**src/rtl/ct_spsram_256x52_ctrl_pkg.sv**
```systemverilog
// ct_spsram_256x52_ctrl_pkg: shared geometry defaults and controller state encoding.
package ct_spsram_256x52_ctrl_pkg;
   localparam int ADDR_WIDTH_DEF = 8;
   localparam int DATA_WIDTH_DEF = 52;
   typedef enum logic {ST_CLR = 1'b0, ST_RUN = 1'b1} state_e;
endpackage

```
**src/rtl/ct_spsram_rr_arb2.sv**
```systemverilog
// ct_spsram_rr_arb2: two-requester round-robin arbiter.
//   clk, rst : clock, async active-high reset (pointer returns to requester 0)
//   en       : arbitration enable; no grant and no pointer movement when low
//   req[1:0] : requests;  gnt[1:0] : one-hot grant, combinational from req
module ct_spsram_rr_arb2
   import ct_spsram_256x52_ctrl_pkg::*;
(
   input  logic       clk,
   input  logic       rst,
   input  logic       en,
   input  logic [1:0] req,
   output logic [1:0] gnt
);
   logic ptr_q, ptr_d;
   // ptr_q names the requester that wins a tie
   assign gnt[0] = en & req[0] & (~req[1] | ~ptr_q);
   assign gnt[1] = en & req[1] & (~req[0] | ptr_q);
   assign ptr_d  = gnt[0] ? 1'b1 : gnt[1] ? 1'b0 : ptr_q;
   always_ff @(posedge clk or posedge rst)
      if (rst) ptr_q <= 1'b0;
      else     ptr_q <= ptr_d;
endmodule

```
**src/rtl/ct_spsram_256x52_ctrl.sv**
```systemverilog
// ct_spsram_256x52_ctrl: single-port SRAM controller with clear sweep and two arbitrated requesters.
//   forever_cpuclk, cpurst       : clock, async active-high reset
//   clr_req / clr_busy           : restart clear sweep / sweep in progress
//   pN_req/wr/addr/wdata/wmask   : requester N access (N=0,1)
//   pN_gnt, pN_rvld, pN_rdata    : grant, read valid, read data
//   sram_a/cen/gwen/wen/d, sram_q: SRAM macro interface (enables active-low)
module ct_spsram_256x52_ctrl
   import ct_spsram_256x52_ctrl_pkg::*;
#(
   parameter int ADDR_WIDTH = ADDR_WIDTH_DEF,
   parameter int DATA_WIDTH = DATA_WIDTH_DEF
) (
   input  logic                  forever_cpuclk,
   input  logic                  cpurst,
   input  logic                  clr_req,
   output logic                  clr_busy,
   input  logic                  p0_req,
   input  logic                  p0_wr,
   input  logic [ADDR_WIDTH-1:0] p0_addr,
   input  logic [DATA_WIDTH-1:0] p0_wdata,
   input  logic [DATA_WIDTH-1:0] p0_wmask,
   output logic                  p0_gnt,
   output logic                  p0_rvld,
   output logic [DATA_WIDTH-1:0] p0_rdata,
   input  logic                  p1_req,
   input  logic                  p1_wr,
   input  logic [ADDR_WIDTH-1:0] p1_addr,
   input  logic [DATA_WIDTH-1:0] p1_wdata,
   input  logic [DATA_WIDTH-1:0] p1_wmask,
   output logic                  p1_gnt,
   output logic                  p1_rvld,
   output logic [DATA_WIDTH-1:0] p1_rdata,
   output logic [ADDR_WIDTH-1:0] sram_a,
   output logic                  sram_cen,
   output logic                  sram_gwen,
   output logic [DATA_WIDTH-1:0] sram_wen,
   output logic [DATA_WIDTH-1:0] sram_d,
   input  logic [DATA_WIDTH-1:0] sram_q
);
   state_e                  state_q, state_d;
   logic [ADDR_WIDTH-1:0]   cnt_q, cnt_d;
   logic                    p0_rvld_q, p1_rvld_q;
   logic [1:0]              gnt;
   logic                    run, acc, wr_acc, sel_wr;
   logic [ADDR_WIDTH-1:0]   sel_addr;
   logic [DATA_WIDTH-1:0]   sel_wdata, sel_wmask;

   assign run = (state_q == ST_RUN);

   ct_spsram_rr_arb2 u_arb (
      .clk (forever_cpuclk),
      .rst (cpurst),
      .en  (run),
      .req ({p1_req, p0_req}),
      .gnt (gnt)
   );

   assign p0_gnt    = gnt[0];
   assign p1_gnt    = gnt[1];
   assign sel_wr    = gnt[1] ? p1_wr    : p0_wr;
   assign sel_addr  = gnt[1] ? p1_addr  : p0_addr;
   assign sel_wdata = gnt[1] ? p1_wdata : p0_wdata;
   assign sel_wmask = gnt[1] ? p1_wmask : p0_wmask;
   assign acc       = |gnt;
   assign wr_acc    = acc & sel_wr;

   // clr_req is only honoured in RUN; the counter parks at 0 so a new sweep starts there
   always_comb begin
      state_d = state_q;
      cnt_d   = '0;
      if (!run) begin
         cnt_d = cnt_q + 1'b1;
         if (cnt_q == '1) state_d = ST_RUN;
      end else if (clr_req) begin
         state_d = ST_CLR;
      end
   end

   always_ff @(posedge forever_cpuclk or posedge cpurst)
      if (cpurst) begin
         state_q   <= ST_CLR;
         cnt_q     <= '0;
         p0_rvld_q <= 1'b0;
         p1_rvld_q <= 1'b0;
      end else begin
         state_q   <= state_d;
         cnt_q     <= cnt_d;
         p0_rvld_q <= gnt[0] & ~p0_wr;
         p1_rvld_q <= gnt[1] & ~p1_wr;
      end

   // the clear sweep is a full-width write of zero; gnt is forced low in CLR
   assign clr_busy  = !run;
   assign sram_cen  = run & ~acc;
   assign sram_gwen = run & ~wr_acc;
   assign sram_wen  = !run ? '0 : wr_acc ? ~sel_wmask : '1;
   assign sram_d    = wr_acc ? sel_wdata : '0;
   assign sram_a    = !run ? cnt_q : acc ? sel_addr : '0;
   assign p0_rvld   = p0_rvld_q;
   assign p1_rvld   = p1_rvld_q;
   assign p0_rdata  = sram_q;
   assign p1_rdata  = sram_q;
endmodule

```
**config.mk**
```make
export PLATFORM = sky130hd
export DESIGN_NAME = ct_spsram_256x52_ctrl
export DESIGN_NICKNAME = d
export VERILOG_FILES = /design/src/rtl/ct_spsram_256x52_ctrl_pkg.sv /design/src/rtl/ct_spsram_rr_arb2.sv /design/src/rtl/ct_spsram_256x52_ctrl.sv
export SDC_FILE = /design/constraint.sdc
export NUM_CORES = 1
export LEC_CHECK = 0
export BUFFER_PORTS_ARGS = -buffer_cell sky130_fd_sc_hd__buf_2
export CAP_MARGIN = 10
export CORE_AREA = 3 3 193 195
export DETAILED_ROUTE_END_ITERATION = 8
export DIE_AREA = 0 0 196 198
export PLACE_DENSITY_LB_ADDON = 0.2
export SETUP_SLACK_MARGIN = 0.5
export SYNTH_ARGS = -nofsm -noshare
export SYNTH_HDL_FRONTEND = slang
export SYNTH_HIERARCHICAL = 1
export SYNTH_SLANG_ARGS = --single-unit
```
**constraint.sdc**
```tcl
create_clock -name forever_cpuclk -period 1.88 [get_ports forever_cpuclk]
set_clock_uncertainty 0.15 [all_clocks]
set_input_delay 0.188 -clock forever_cpuclk [delete_from_list [all_inputs] [get_ports forever_cpuclk]]
set_output_delay 0.188 -clock forever_cpuclk [all_outputs]
set_load 0.02 [all_outputs]
```
==> results of run 1 <==
## worst max-delay path, stage by stage, from the launching register on
cell,delay (ns)
dfrtp_2,0.39
nand2_2,0.07
a21oi_4,0.21
buf_8,0.21
buf_4,0.19
mux2i_2,0.27
o21a_2,0.16
buf_2,0.16
## per-layer routing
layer / global-route usage / wire (µm) / vias to the layer above
met5: 0 / 22 / -
met2: 0.1446 / 8562 / 299
met4: 0.01056 / 216 / 6
li1: - / - / 1905
met1: 0.08285 / 6133 / 1716
met3: 0.02995 / 2006 / 27
## synthesized netlist by cell type, drive strengths merged
| master | number | share of area |
|---|---|---|
| buf | 132 | 0.29 |
| mux2i | 104 | 0.32 |
| nor2 | 69 | 0.079 |
| o21a | 52 | 0.12 |
| dfrtp | 12 | 0.092 |
| clkbuf | 7 | 0.0081 |
| a21oi | 6 | 0.010 |
| a221oi | 6 | 0.016 |
| nand2 | 5 | 0.0057 |
| inv | 4 | 0.0046 |
| nor2b | 4 | 0.0077 |
| o21ai | 4 | 0.0061 |
| a22oi | 3 | 0.011 |
| nand3 | 3 | 0.0046 |
| or3 | 2 | 0.0038 |
| xor2 | 2 | 0.0054 |
| and2 | 1 | 0.0019 |
| and3 | 1 | 0.0019 |
| ha | 1 | 0.0038 |
| nand4 | 1 | 0.0019 |
| nor3 | 1 | 0.0015 |
| o32ai | 1 | 0.0027 |
| or4 | 1 | 0.0023 |
| xnor2 | 1 | 0.0027 |
## state kept, by name, indices dropped and copies added, names as in the netlist
signal	flops
cnt_q	8
p0_rvld	1
p1_rvld	1
run	1
u_arb/ptr_q	1
## per-stage QoR
step / area [µm²] / util / hold WS (ns) / TNS [ns]
CTS: 6272 / 0.1763 / 0.02062 / -37.13
global placement: 5559 / 0.1563 / -0.1101 / -9.958
global route: 6446 / 0.1812 / 0.02564 / -46.76
detailed placement: 5559 / 0.1563 / -0.1052 / -9.298
floorplan: 3839 / - / -0.2333 / -3.003
finish: 6446 / 0.1812 / 0.02318 / -36.68
## area by class of cell
class | count | area share
multi-input combinational | 268 | 0.4086
tap | 461 | 0.08948
timing repair buffer | 415 | 0.4379
sequential | 12 | 0.04755
clock buffer | 4 | 0.01378
inverter | 4 | 0.002717
## worst max-delay path by stage
| stage | start | end | slack (ns) | depth (start not counted) |
|---|---|---|---|---|
| final | run | sram_wen[37] | -0.37 | 7 |
| after global routing | run | sram_d[44] | -0.47 | 8 |
| after CTS | u_arb/ptr_q | sram_d[44] | -0.40 | 8 |
| after detailed placement | u_arb/ptr_q | sram_wen[37] | -0.19 | 7 |
| after global placement | u_arb/ptr_q | sram_d[10] | -0.16 | 8 |
| after floorplan | run | sram_d[13] | -0.04 | 7 |
## power by group through the flow
stage	registers [mW]	logic, mW	clock network (mW)
5_1_grt	0.459	1.02	0.479
4_1_cts	0.441	0.849	0.472
2_1_floorplan	0.402	0.723	0
3_5_place_dp	0.430	0.792	0
3_3_place_gp	0.433	0.786	0
6_report	0.444	0.924	0.452
## placed cells by master, fill, tap and decap left out, types with 3 or more instances in the layout
| cell | Yosys | final |
|---|---|---|
| buf_2 | 19 | 283 |
| mux2i_1 | 104 | 89 |
| buf_4 | 112 | 87 |
| o21a_2 | 0 | 52 |
| nor2_4 | 0 | 50 |
| buf_6 | 0 | 20 |
| mux2i_2 | 0 | 15 |
| nor2_1 | 69 | 12 |
| buf_12 | 0 | 11 |
| nor2_2 | 0 | 7 |
| buf_16 | 0 | 7 |
| dfrtp_1 | 12 | 7 |
| a221oi_2 | 0 | 5 |
| a21oi_2 | 1 | 5 |
| clkbuf_16 | 0 | 5 |
| dfrtp_2 | 0 | 5 |
| nor2b_1 | 4 | 3 |
| buf_8 | 0 | 3 |
## cell families (layout without fill, tap and decap cells)
logic type      after synthesis  in the layout  share of synthesized area
fa+ha+maj                     1              1                   0.003832
simple gates                 88             88                     0.1108
mux                         104            104                     0.3189
xor+xnor                      3              3                   0.008051
buf+inv                     143            423                     0.3005
flops                        12             12                    0.09199
compound gates               72             72                     0.1660
## timing repair
item	in CTS	in global routing
gates cloned	3	2
buffers inserted	10	7
gates resized for setup	122	25
setup endpoints to repair	120	121
hold endpoints to repair	13	0
pin swaps	4	5
hold buffers	2	0
==> flow_metrics.env, run 1 <==
export IMPL_vias=3953
export IMPL_power_total_mw=1.821
export IMPL_hp_start="p0_wr"
export IMPL_nets=988
export IMPL_setup_violations=113
export IMPL_grt_pass1_wl_um=23400
export IMPL_gp_congestion=0.7024
export IMPL_clock_latency_ns=0.24
export IMPL_violations="negative setup slack"
export IMPL_fin_crit_sh=1.197
export IMPL_htreeDepth=1
export IMPL_die_h_um=198
export IMPL_syn_cell_area_um2=3264
export IMPL_die_area_um2=38810
export IMPL_start_util=0.09178
export IMPL_root_buffer="clkbuf_16"
export IMPL_antenna_found_initial=3
export IMPL_fp_dieW_um=196
export IMPL_crit_path_end_kind="output port"
export IMPL_rows=69
export IMPL_postRouteAntennaNets=0
export IMPL_pre_cts_ws_ns=-0.1851
export IMPL_grt_ovfl_total=0
export IMPL_final_cells=1164
export IMPL_port_buffers=349
export IMPL_rsz0062_at_grt="true"
export IMPL_fmax_mhz=444.5
export IMPL_drv_slew=0
export IMPL_syn_inst=423
export IMPL_drive_above_1_share=0.8137
export IMPL_switchingPower_uw=684.7
export IMPL_avgSynthCellArea_um2=7.717
export IMPL_start_kind="flop"
export IMPL_grt_max_degree=49
export IMPL_fill_cells=4015
export IMPL_r2r_start="run"
export IMPL_ff2ff_setup_slack_ns=0.43
export IMPL_clock_sinks=12
export IMPL_power_internal_mw=1.136
export IMPL_holdCritPathClass="in -> reg"
export IMPL_status="complete, but fails checks"
export IMPL_core_um2=35570
export IMPL_syn_nets=707
export IMPL_r2r_end="run"
export IMPL_cp_data_required_time_ns=1.54
export IMPL_io_pin_count=506
export IMPL_cts_tree="built"
export IMPL_cts_made_buffers=3
export IMPL_wl_per_cell_um=14.55
export IMPL_synth_seq_cells=12
export IMPL_synth_seq_area_share=0.09199
export IMPL_p_sw_frac=0.3760
export IMPL_grt_pass1_vias=4011
export IMPL_clockPowerShare=0.248
export IMPL_finalHoldViolations=0
export IMPL_layout_min_cycle_time_ns=2.250
export IMPL_dp_cells=1136
export IMPL_p_seq_frac=0.244
export IMPL_clockBufferDepth=2
export IMPL_syn2layout_area_growth_pct=97.47
export IMPL_first_iter_violations=52
export IMPL_multi_input_area_um2=2634
export IMPL_path_class="reg -> out"
export IMPL_post_route_drc_count=0
export IMPL_drt_pass1_iterations=4
export IMPL_post_dp_hpwl_um=13260
export IMPL_vias_per_cell=3.396
export IMPL_cp_max_fo=10
export IMPL_ys_warn_count=6
export IMPL_slew_headroom=0.6429
export IMPL_cp_arrival_ns=1.91
export IMPL_grtUsageTotal=0.07664
export IMPL_synth_distinct_cells=28
export IMPL_powerDensity_nw_per_um2=282.5
export IMPL_clk_pin_slew_worst_paths_ns=0.05
export IMPL_tightest_slew_ns=0.5357
export IMPL_worst_slack_ns=-0.3697
export IMPL_maxCapViolCount=0
export IMPL_ff_latch_area_um2=306.5
export IMPL_leakagePower_nw=2.879
export IMPL_power_frac_comb=0.508
export IMPL_antennaDiodeCount=0
export IMPL_whs_path_depth=2
export IMPL_min_to="p0_rvld"
export IMPL_routed_wl_um=16940
export IMPL_reg2regPathDepth=6
export IMPL_peakVddDrop_v=0.0002338
Power figures use the tool's default switching activity.
==> inputs of run 2 (changes only) <==
--- a/config.mk
+++ b/config.mk
@@ -11,6 +11,7 @@
 export DETAILED_ROUTE_END_ITERATION = 8
 export DIE_AREA = 0 0 196 198
 export PLACE_DENSITY_LB_ADDON = 0.2
+export REMOVE_ABC_BUFFERS = 1
 export SETUP_SLACK_MARGIN = 0.5
 export SYNTH_ARGS = -nofsm -noshare
 export SYNTH_HDL_FRONTEND = slang
==> flow_metrics.env, run 2 (synthesized netlist as in run 1, its figures left out) <==
export IMPL_violations="negative setup slack"
export IMPL_min_to="p1_rvld"
export IMPL_top_layer="met5"
export IMPL_leakagePower_nw=2.917
export IMPL_largest_reg_flops=8
export IMPL_path_class="reg -> out"
export IMPL_cp_max_fo=7
export IMPL_setup_violations=113
export IMPL_drt_met1_wl_um=8675
export IMPL_grt_pass1_vias=3958
export IMPL_crit_path_end_kind="output port"
export IMPL_totalNegativeSetupSlack_ns=-31.07
export IMPL_clk_pin_slew_worst_paths_ns=0.05
export IMPL_placed_cell_area_um2=5140
export IMPL_ff2ff_setup_slack_ns=0.08
export IMPL_port_buffers=349
export IMPL_cts_tree="built"
export IMPL_postRouteAntennaNets=0
export IMPL_regMostFlops="cnt_q"
export IMPL_wl_per_cell_um=19.19
export IMPL_worst_slack_ns=-0.3727
export IMPL_syn2layout_area_growth_pct=92.41
export IMPL_antenna_found_initial=0
export IMPL_holdWs_ns=0.02450
export IMPL_slew_headroom=0.6819
export IMPL_maxCapViolCount=0
export IMPL_drive_above_1_share=0.6796
export IMPL_final_common_cell="buf_2"
export IMPL_io_pin_count=506
export IMPL_rsz0062_at_grt="true"
export IMPL_status="complete, but fails checks"
export IMPL_first_iter_violations=128
export IMPL_hp_start="p1_wr"
export IMPL_r2r_end="cnt_q[7]"
export IMPL_powerDensity_nw_per_um2=278.2
export IMPL_fmax_mhz=443.9
export IMPL_peakVddDrop_v=0.0002791
export IMPL_whs_path_depth=2
export IMPL_clock_sinks=12
export IMPL_cp_data_required_time_ns=1.54
export IMPL_post_dp_hpwl_um=18000
export IMPL_tightest_slew_ns=0.4767
export IMPL_routed_wl_um=22680
export IMPL_grt_max_degree=50
export IMPL_die_h_um=198
export IMPL_grtUsageTotal=0.09633
export IMPL_mostFrequentLayoutCells="283 x buf_2, 91 x mux2i_1, 69 x buf_4, 61 x buf_6"
export IMPL_drt_pass1_iterations=4
export IMPL_core_um2=35570
export IMPL_dp_cells=1148
export IMPL_vias_per_cell=3.570
export IMPL_fp_dieW_um=196
export IMPL_nets=1006
export IMPL_start_util=0.09178
export IMPL_fin_area_um2=6281
export IMPL_clockBufferDepth=2
export IMPL_final_cells=1182
export IMPL_vias=4220
export IMPL_fin_crit_sh=1.198
export IMPL_finalHoldViolations=0
export IMPL_die_area_um2=38810
export IMPL_drv_slew=0
export IMPL_rows=69
export IMPL_gp_congestion=0.6905
export IMPL_cts_made_buffers=3
export IMPL_grt_pass1_wl_um=27690
export IMPL_holdCritPathClass="in -> reg"
export IMPL_root_buffer="clkbuf_16"
export IMPL_start_kind="flop"
export IMPL_grt_ovfl_total=0
export IMPL_reg2regPathDepth=6
export IMPL_route_met2_wl_um=9763
export IMPL_antennaDiodeCount=0
export IMPL_post_route_drc_count=0
export IMPL_clock_latency_ns=0.24
export IMPL_layout_min_cycle_time_ns=2.253
export IMPL_cp_arrival_ns=1.91
export IMPL_htreeDepth=1
export IMPL_wl_met3_um=3773
export IMPL_r2r_start="run"
==> run 2: changes by cell type in the layout (fill, tap and decap cells not counted), sizes merged <==
cell,delta
clkbuf,+4
dlygate4sd3,-1
buf,+15
==> run 2: worst max-delay path by stage <==
| stage | startpoint | end | cells past startpoint |
|---|---|---|---|
| floorplan | run | sram_d[0] | 4 |
| global placement | run | sram_wen[22] | 8 |
| detailed placement | run | sram_d[17] | 8 |
| CTS | run | sram_wen[22] | 8 |
| global route | u_arb/ptr_q | sram_d[25] | 9 |
| finish | u_arb/ptr_q | sram_d[25] | 9 |
==> run 2: per-stage QoR <==
stage	utilization	setup WS [ns]	power, mW
2_1_floorplan	-	-12.23	0.7406
3_3_place_gp	0.1445	-0.1997	1.168
3_5_place_dp	0.1445	-0.2245	1.169
4_1_cts	0.1575	-0.3702	1.650
5_1_grt	0.1766	-0.4638	1.875
6_report	0.1766	-0.3727	1.747
==> run 2: where the power goes <==
| part | switching (mW) | internal, mW | leakage (nW) |
|---|---|---|---|
| clock network | 0.113 | 0.321 | 0.0442 |
| logic | 0.411 | 0.449 | 2.72 |
| registers | 0.116 | 0.336 | 0.148 |
==> run 2: final cells by class <==
cell class | instances | area (µm²)
Clock buffer | 4 | 88.84
Fill cell | 4017 | 29290
Inverter | 4 | 20.02
Multi-Input combinational cell | 268 | 2267
Sequential cell | 12 | 304.0
Tap cell | 461 | 576.8
Timing Repair Buffer | 433 | 3024
==> run 2: critical path, cell delays in order, from the launching register on <==
cell and delay, ns:
dfrtp_1 0.38, buf_4 0.15, a21oi_4 0.13, nor2b_4 0.20
a22oi_4 0.08, buf_6 0.15, buf_12 0.15, buf_12 0.14
nor2_1 0.11, buf_4 0.16
==> run 2: layer usage <==
layer  up-vias  GRT usage
li1       1939          -
met1      1910     0.1076
met2       350     0.1405
met3        13    0.08082
met4         8   0.006337
met5         -    0.07160
==> run 2: what timing repair did <==
action,CTS,global route
hold buffers,1,0
pin swaps,0,12
gates resized for setup,96,116
gates cloned,0,8
hold endpoints to repair,12,0
endpoints found under the setup margin,120,123
setup buffers,6,15
==> inputs of run 3 (changes only) <==
--- a/config.mk
+++ b/config.mk
@@ -8,11 +8,12 @@
 export BUFFER_PORTS_ARGS = -buffer_cell sky130_fd_sc_hd__buf_2
 export CAP_MARGIN = 10
 export CORE_AREA = 3 3 193 195
+export CTS_CLUSTER_SIZE = 20
 export DETAILED_ROUTE_END_ITERATION = 8
 export DIE_AREA = 0 0 196 198
 export PLACE_DENSITY_LB_ADDON = 0.2
 export REMOVE_ABC_BUFFERS = 1
-export SETUP_SLACK_MARGIN = 0.5
+export SETUP_SLACK_MARGIN = 0.1
 export SYNTH_ARGS = -nofsm -noshare
 export SYNTH_HDL_FRONTEND = slang
 export SYNTH_HIERARCHICAL = 1
==> flow_metrics.env, run 3 (synthesized netlist as in run 1, its figures left out) <==
export IMPL_status="complete, but fails checks"
export IMPL_violations="negative setup slack"
export IMPL_antennaDiodeCount=0
export IMPL_fp_dieW_um=196
export IMPL_clock_sinks=12
export IMPL_htreeDepth=1
export IMPL_grt_ovfl_total=0
export IMPL_tightest_slew_ns=0.4444
export IMPL_endpoint="sram_d[25]"
export IMPL_power_total_mw=1.658
export IMPL_drive_above_1_share=0.6615
export IMPL_syn2layout_area_growth_pct=87.85
export IMPL_grt_pass1_wl_um=27690
export IMPL_grt_max_degree=50
export IMPL_path_class="reg -> out"
export IMPL_setup_violations=113
export IMPL_wl_per_cell_um=19.14
export IMPL_post_route_drc_count=0
export IMPL_peakVddDrop_v=0.0002787
export IMPL_rows=69
export IMPL_cp_startpoint="u_arb/ptr_q"
export IMPL_nets=1000
export IMPL_clk_pin_slew_worst_paths_ns=0.05
export IMPL_dp_cells=1148
export IMPL_grtUsageTotal=0.09633
export IMPL_start_util=0.09178
export IMPL_reg2regPathDepth=7
export IMPL_maxCapViolCount=0
export IMPL_rsz0062_at_grt="true"
export IMPL_slew_headroom=0.7034
export IMPL_fmax_mhz=445.2
export IMPL_finalHoldViolations=0
export IMPL_leakagePower_nw=2.863
export IMPL_whs_path_depth=2
export IMPL_holdCritPathClass="in -> reg"
export IMPL_first_iter_violations=113
export IMPL_port_buffers=349
export IMPL_vias=4180
export IMPL_clock_latency_ns=0.24
export IMPL_crit_path_end_kind="output port"
export IMPL_cp_max_fo=7
export IMPL_drv_slew=0
export IMPL_core_um2=35570
export IMPL_start_kind="flop"
export IMPL_gp_congestion=0.6905
export IMPL_mostFrequentLayoutCells="285 x buf_2, 91 x mux2i_1, 66 x buf_4, 58 x buf_6, 53 x nor2_1"
export IMPL_regMostFlops="cnt_q"
export IMPL_largest_reg_flops=8
export IMPL_powerDensity_nw_per_um2=270.4
export IMPL_antenna_found_initial=0
export IMPL_worst_slack_ns=-0.3663
export IMPL_clockBufferDepth=2
export IMPL_routed_wl_um=22510
export IMPL_final_cells=1176
export IMPL_post_dp_hpwl_um=18000
export IMPL_cts_tree="built"
export IMPL_drt_pass1_iterations=4
export IMPL_cts_made_buffers=3
export IMPL_io_pin_count=506
export IMPL_layout_min_cycle_time_ns=2.246
export IMPL_root_buffer="clkbuf_16"
export IMPL_final_common_cell="buf_2"
export IMPL_postRouteAntennaNets=0
export IMPL_die_area_um2=38810
export IMPL_r2r_end="run"
export IMPL_r2r_start="run"
export IMPL_vias_per_cell=3.554
export IMPL_cp_arrival_ns=1.91
export IMPL_die_h_um=198
export IMPL_ff2ff_setup_slack_ns=0.16
export IMPL_pre_cts_ws_ns=-0.2245
export IMPL_cp_data_required_time_ns=1.54
export IMPL_fin_crit_sh=1.195
export IMPL_grt_pass1_vias=3958
[run 3: changes by cell type in the layout (fill, tap and decap cells not counted), sizes merged]
cell,previous run,this run
clkbuf,10,9
buf,426,421
[run 3: critical path, stage by stage, from the launching register on]
cell and delay (ns):
dfrtp_1 0.38, buf_4 0.15, a21oi_4 0.13, nor2b_4 0.20, a22oi_4 0.08, buf_6 0.15
buf_12 0.15, buf_12 0.14, nor2_1 0.11, buf_4 0.16
[run 3: final cells by class]
type / count / area, µm²
clock buffers: 4 / 88.84
fillers: 4032 / 29440
inverters: 4 / 15.01
multi-input cells: 268 / 2202
flip-flops and latches: 12 / 301.5
well taps: 461 / 576.8
repair buffers: 427 / 2948
[run 3: worst min path at each step]
stage                start           to  slack [ns]
floorplan           cpurst  u_arb/ptr_q       -0.23
global placement    cpurst  u_arb/ptr_q       -0.11
CTS                  p0_wr      p0_rvld        0.03
finish               p0_wr      p0_rvld        0.02
global route         p0_wr      p0_rvld        0.03
detailed placement  cpurst  u_arb/ptr_q       -0.10
[run 3: report_power, final]
part	switching [mW]	leakage, nW	internal, mW
clock network	0.113	0.0442	0.321
registers	0.0958	0.150	0.333
logic	0.393	2.67	0.401
total	0.603	2.86	1.06
[run 3: layer usage]
layer,part of all wire,track usage
met1,0.38,0.1076
met2,0.43,0.1405
met3,0.17,0.08082
met4,0.0021,0.006337
met5,0.017,0.07160
[run 3: repair_timing]
action | in CTS | in global routing
endpoints found under the hold margin | 12 | 0
cloned | 0 | 7
hold buffers | 1 | 0
endpoints found under the setup margin | 115 | 117
gates resized for setup | 93 | 91
pin swaps | 0 | 9
setup buffers | 6 | 10
[run 3: metrics by stage]
step	cell area (µm²)	util	TNS (ns)	hold slack, ns
after CTS	5593	0.1572	-32.91	0.03024
final	6132	0.1724	-30.70	0.01694
after global routing	6132	0.1724	-42.31	0.02580
after global placement	5140	0.1445	-8.369	-0.1092
after detailed placement	5140	0.1445	-13.38	-0.1021
after floorplan	2298	-	-1382.60	-0.2333
